<file path="config.mk">
export PLATFORM = sky130hd
export DESIGN_NAME = div16_seq_ctrl
export DESIGN_NICKNAME = d
export VERILOG_FILES = /design/src/rtl/div16_seq_ctrl_pkg.sv /design/src/rtl/adder_sub16bit.sv /design/src/rtl/div16_seq_ctrl.sv
export SDC_FILE = /design/constraint.sdc
export NUM_CORES = 1
export LEC_CHECK = 0
export BUFFER_PORTS_ARGS = -buffer_cell sky130_fd_sc_hd__buf_2
export CAP_MARGIN = 0
export CORE_UTILIZATION = 37
export CTS_BUF_LIST = sky130_fd_sc_hd__clkbuf_4 sky130_fd_sc_hd__clkbuf_8
export CTS_CLUSTER_DIAMETER = 120
export CTS_CLUSTER_SIZE = 8
export DETAILED_ROUTE_END_ITERATION = 10
export SYNTH_ARGS = -nofsm -noshare
export SYNTH_HDL_FRONTEND = slang
export SYNTH_HIERARCHICAL = 1
export SYNTH_SLANG_ARGS = --single-unit
</file>
<file path="constraint.sdc">
create_clock -name clk -period 6.3 [get_ports clk]
set_input_delay 0.63 -clock clk [delete_from_list [all_inputs] [get_ports clk]]
set_output_delay 0.63 -clock clk [all_outputs]
set_load 0.05 [all_outputs]
</file>
<file path="src/rtl/div16_seq_ctrl_pkg.sv">
// Shared types and constants for the sequential 16-bit divider controller.
// State encoding is private to the divider; the divide-by-zero quotient is visible to its users.
package div16_seq_ctrl_pkg;

    typedef enum logic [1:0] {
        ST_IDLE = 2'd0,
        ST_BUSY = 2'd1,
        ST_DONE = 2'd2
    } state_t;

    localparam logic [15:0] DIV_BY_ZERO_QUOT = 16'hFFFF;

endpackage

</file>
<file path="src/rtl/adder_sub16bit.sv">
// 16-bit adder/subtractor: op_i=0 adds, op_i=1 computes a_i - b_i; combinational.
// In subtract mode cout_o=1 means no borrow (a_i >= b_i); no flow control.
module adder_sub16bit (
    input  logic [15:0] a_i,
    input  logic [15:0] b_i,
    input  logic        op_i,
    output logic [15:0] sum_o,
    output logic        cout_o
);

    logic [15:0] b_eff;
    logic [16:0] full;

    assign b_eff           = op_i ? ~b_i : b_i;
    assign full            = {1'b0, a_i} + {1'b0, b_eff} + {16'd0, op_i};
    assign {cout_o, sum_o} = full;

endmodule

</file>
<file path="src/rtl/div16_seq_ctrl.sv">
// Unsigned 16/16 restoring divider, one quotient bit per clock through a shared subtractor.
// Latency: done 17 cycles after an accepted start (1 for divide-by-zero); start ignored while busy.
module div16_seq_ctrl
    import div16_seq_ctrl_pkg::*;
#(
    parameter int ITERS = 16,
    parameter int CNT_W = 5
) (
    input  logic        clk,
    input  logic        rst,
    input  logic        start,
    input  logic [15:0] dividend,
    input  logic [15:0] divisor,
    output logic        busy,
    output logic        done,
    output logic [15:0] quotient,
    output logic [15:0] remainder,
    output logic        div_by_zero
);

    state_t            state_q, state_d;
    logic [15:0]       q_q, q_d;
    logic [14:0]       r_q, r_d;
    logic [15:0]       d_q, d_d;
    logic [CNT_W-1:0]  cnt_q, cnt_d;
    logic [15:0]       quot_q, quot_d;
    logic [15:0]       rem_q, rem_d;
    logic              dbz_q, dbz_d;

    logic [15:0]       shift_w;
    logic [15:0]       diff_w;
    logic              ge_w;
    logic [15:0]       r_next_w;
    logic [15:0]       q_next_w;

    // The partial remainder never reaches 2^15 before a shift, so only 15 bits are
    // stored; the full 16-bit value of the final iteration goes straight to rem_q.
    assign shift_w  = {r_q, q_q[15]};
    assign r_next_w = ge_w ? diff_w : shift_w;
    assign q_next_w = {q_q[14:0], ge_w};

    adder_sub16bit u_trial_sub (
        .a_i    (shift_w),
        .b_i    (d_q),
        .op_i   (1'b1),
        .sum_o  (diff_w),
        .cout_o (ge_w)
    );

    always_comb begin
        state_d = state_q;
        q_d     = q_q;
        r_d     = r_q;
        d_d     = d_q;
        cnt_d   = cnt_q;
        quot_d  = quot_q;
        rem_d   = rem_q;
        dbz_d   = dbz_q;

        case (state_q)
            ST_IDLE, ST_DONE: begin
                state_d = ST_IDLE;
                if (start) begin
                    if (divisor != 16'd0) begin
                        state_d = ST_BUSY;
                        q_d     = dividend;
                        r_d     = '0;
                        d_d     = divisor;
                        cnt_d   = '0;
                        dbz_d   = 1'b0;
                    end else begin
                        state_d = ST_DONE;
                        quot_d  = DIV_BY_ZERO_QUOT;
                        rem_d   = dividend;
                        dbz_d   = 1'b1;
                    end
                end
            end
            ST_BUSY: begin
                q_d   = q_next_w;
                r_d   = r_next_w[14:0];
                cnt_d = cnt_q + CNT_W'(1);
                if (cnt_q == CNT_W'(ITERS - 1)) begin
                    state_d = ST_DONE;
                    quot_d  = q_next_w;
                    rem_d   = r_next_w;
                end
            end
            default: state_d = ST_IDLE;
        endcase
    end

    always_ff @(posedge clk or posedge rst) begin
        if (rst) begin
            state_q <= ST_IDLE;
            q_q     <= '0;
            r_q     <= '0;
            d_q     <= '0;
            cnt_q   <= '0;
            quot_q  <= '0;
            rem_q   <= '0;
            dbz_q   <= 1'b0;
        end else begin
            state_q <= state_d;
            q_q     <= q_d;
            r_q     <= r_d;
            d_q     <= d_d;
            cnt_q   <= cnt_d;
            quot_q  <= quot_d;
            rem_q   <= rem_d;
            dbz_q   <= dbz_d;
        end
    end

    assign busy        = (state_q == ST_BUSY);
    assign done        = (state_q == ST_DONE);
    assign quotient    = quot_q;
    assign remainder   = rem_q;
    assign div_by_zero = dbz_q;

endmodule

</file>
==> flow_metrics.py <==
metrics = {
    "outcome": {
        "run_status": "finished, final reports clean",
    },
    "setup_path": {
        "r2r_slack_ps": 2540,
        "r2r-start": "d_q[1]$_DFFE_PP0P_",
        "cp_cell_sequence": "xor2_1, inv_1, fa_1, and2b_1, o2111ai_1, a21boi_1, a221oi_2, o21ai_1, a21o_1, mux2i_1, a21oi_1, mux2_4",
        "required_ps": 6550,
        "r2r_cells": 12,
        "critical_path_buf_inv_count": 1,
        "max_stage_delay_ps": 760,
        "startpoint_type": "register",
        "end_kind": "register",
        "r2r-end": "remainder[3]$_DFFE_PP0P_",
        "cpMaxStageDelayCell": "a21o_1",
        "arrival_ps": 4010,
        "worst-setup-path-type": "register to register",
        "critPathMaxFanout": 18,
        "crit_family": "compound AO/OA/AOI/OAI gates",
    },
    "routing": {
        "drc": 0,
        "dr.pass1.iters": 6,
        "avgViaCountPerCell": 5.099,
        "drtIter0Drc": 234,
        "drt_wl_total_um": 12000,
        "dr_total_vias": 3875,
        "postRouteAntennaNets": 0,
        "wl_per_cell_um": 15.79,
    },
    "logic_synthesis": {
        "syn-num-nets": 585,
        "synth_top_area_cell": "dfrtp_1",
        "synthMuxAreaShare_pct": 8.359,
        "synth_top_area_share_pct": 45.03,
        "synth_top_family_by_area": "simple AND/OR/NAND/NOR gates",
        "async_flop_share_pct": 100.0,
        "synth_edf_count": 0,
        "ys_seq_area_share_pct": 45.03,
        "syn_inst": 531,
        "yosys.area_share.simple_pct": 17.52,
        "synth-xor-area-share_pct": 5.254,
        "syn-cell-area_um2": 4835,
        "synth_cell_types": 47,
        "synth-main-ff-cell": "dfrtp_1",
        "postSynthAreaPerCell_um2": 9.105,
        "synth-warning-count": 6,
        "ys_ff_latch": 87,
        "synth_area_leaders": "dfrtp_1 (45%), a21oi_1 (7.8%), nand2_1 (6.0%)",
        "synth_compound_area_share_pct": 14.60,
        "synthAdderAreaFrac_pct": 5.072,
    },
    "final_layout": {
        "antenna_cells": 0,
        "layout_commonest_cell": "dfrtp_1",
        "final_nets": 637,
        "register_area_um2": 2177,
        "fillers": 1274,
        "syn_to_final_growth_pct": 13.02,
        "multi_input_area_um2": 2467,
        "drive_above_1_share_pct": 20.07,
        "final_cell_mix": "dfrtp_1 (87), nand2_1 (77), a21oi_1 (75), nor2_1 (72), buf_2 (69)",
    },
    "timing": {
        "clock.fmax_mhz": 266.2,
        "finalCritPeriodShare_pct": 59.63,
        "relSlewSlack_pct": 23.70,
        "layout_min_cycle_time_ps": 3757,
        "setup_viol": 0,
        "worstMarginPinSlew_ps": 1145,
        "final-max-slew-violation-count": 0,
        "grt_setup_unrepaired": "false",
        "setup_tns_ps": 0,
        "final_hold_viol_count": 0,
        "clock_skew_ps": 14.02,
    },
    "cts": {
        "clkLatencyLatePin_ps": 360,
        "hold_buffers": 0,
        "cts_setup_buffers": 0,
        "clock_sinks": 87,
        "clk_pin_slew_ps": 90,
        "cts.path.max_buffers": 2,
        "cts_htree_levels": 3,
        "ctsResizeCount": 0,
        "clock-root-buffer": "clkbuf_8",
        "numCtsBuffers": 9,
        "cts_tree": "built",
    },
    "place": {
        "portBuffers": 69,
        "place_congestion": 0.8931,
        "place_hpwl_um": 8459,
    },
    "global_routing": {
        "antenna_found_initial": 0,
        "met3_usage_pct": 3.114,
        "gr-usage-met2_pct": 28.56,
        "top_usage_layer": "met2",
        "globalRouteMet1Util_pct": 27.11,
        "gr-total-overflow": 0,
        "grt_usage_pct": 18.89,
        "grt_pass1_vias": 3835,
        "grt_max_degree": 88,
        "grt_pass1_wl_um": 19580,
    },
    "worst_hold_path": {
        "min_to": "d_q[9]$_DFFE_PP0P_",
        "hp-start": "divisor[9]",
        "hold_class": "input pin to register",
        "hold_path_depth": 3,
    },
    "die": {
        "dieArea_um2": 13530,
        "core_area_um2": 12670,
        "initial_core_util_pct": 38.16,
        "rows": 41,
        "fp.dieH_um": 116.3,
        "ios": 70,
        "die_width_um": 116.3,
    },
    "flow_run": {
        "maxCapViolCount": 0,
    },
}
==> logic make-up (layout without fill, tap and decap cells) <==
| group | Yosys count | in the layout |
|---|---|---|
| AND/OR/NAND/NOR | 194 | 194 |
| AO/OA/AOI/OAI | 126 | 126 |
| flip-flops | 87 | 87 |
| buffers and inverters | 40 | 97 |
| multiplexers | 35 | 35 |
| XOR/XNOR | 29 | 29 |
| adder cells (fa/ha/maj) | 19 | 19 |
| other | 1 | 1 |
==> cell type report <==
class                   instances  share of cell area [%]
multi-input cells             404                   45.16
clock buffers                   9                   2.267
well taps                     172                   3.939
clock inverters                 7                   1.282
flip-flops and latches         87                   39.84
inverters                       7                  0.5038
repair buffers                 74                   7.007
==> per-layer routing <==
| layer | vias to the layer above | wire (um) | share of wire, % |
|---|---|---|---|
| li1 | 1920 | - | - |
| met1 | 1873 | 6049 | 50 |
| met2 | 68 | 5449 | 45 |
| met3 | 14 | 321 | 2.7 |
| met4 | 0 | 182 | 1.5 |
| met5 | - | 0 | 0 |
==> sequential cells by signal, indices dropped and copies added (netlist names) <==
signal,cells
d_q,16
state_q,2
remainder,16
q_q,16
cnt_q,5
r_q,15
div_by_zero,1
quotient,16
==> how the worst max path moves through the flow <==
| stage | startpoint | end | slack [ps] | cells after the start |
|---|---|---|---|---|
| after detailed placement | d_q[1]$_DFFE_PP0P_ | remainder[9]$_DFFE_PP0P_ | 2580 | 12 |
| after floorplan | d_q[1]$_DFFE_PP0P_ | remainder[1]$_DFFE_PP0P_ | 3150 | 14 |
| after global routing | d_q[1]$_DFFE_PP0P_ | remainder[14]$_DFFE_PP0P_ | 2360 | 12 |
| after CTS | d_q[1]$_DFFE_PP0P_ | remainder[9]$_DFFE_PP0P_ | 2560 | 12 |
| after global placement | d_q[1]$_DFFE_PP0P_ | remainder[2]$_DFFE_PP0P_ | 2740 | 12 |
| final | d_q[1]$_DFFE_PP0P_ | remainder[3]$_DFFE_PP0P_ | 2540 | 12 |
==> metrics by stage <==
step	instance area, um^2	setup WS (ps)	util, %	std cells	hold slack, ps
floorplan	4835	3150	-	531	465.2
global placement	5270	2736	41.59	744	484.0
detailed placement	5270	2585	41.59	744	486.3
CTS	5464	2563	43.12	760	467.0
global route	5464	2358	43.12	760	479.7
finish	5464	2543	43.12	760	485.7
==> Yosys cell counts (all sizes together), types with 6 or more instances <==
cell type and count:
mux2 16, nor2 72, nand3 21, xor2 21, mux2i 19, and3 6
nand2 77, buf 20, a21oi 77, dfrtp 87, o21ai 28, xnor2 8
ha 18, clkbuf 13, inv 7
==> worst reg2reg max path, delay by kind of cell (launching register included) <==
family	cells	cell delay [ps]
AOI/OAI and AO/OA	6	1670
xor gates and xnor gates	1	200
adders and majority gates	1	430
buffers and inverters	1	90
DFF	1	390
muxes	2	620
and+or+nand+nor	1	250
Power is left out: the tool's default activity adds up to more than one toggle a clock period on the data nets, which glitch-free logic cannot reach.
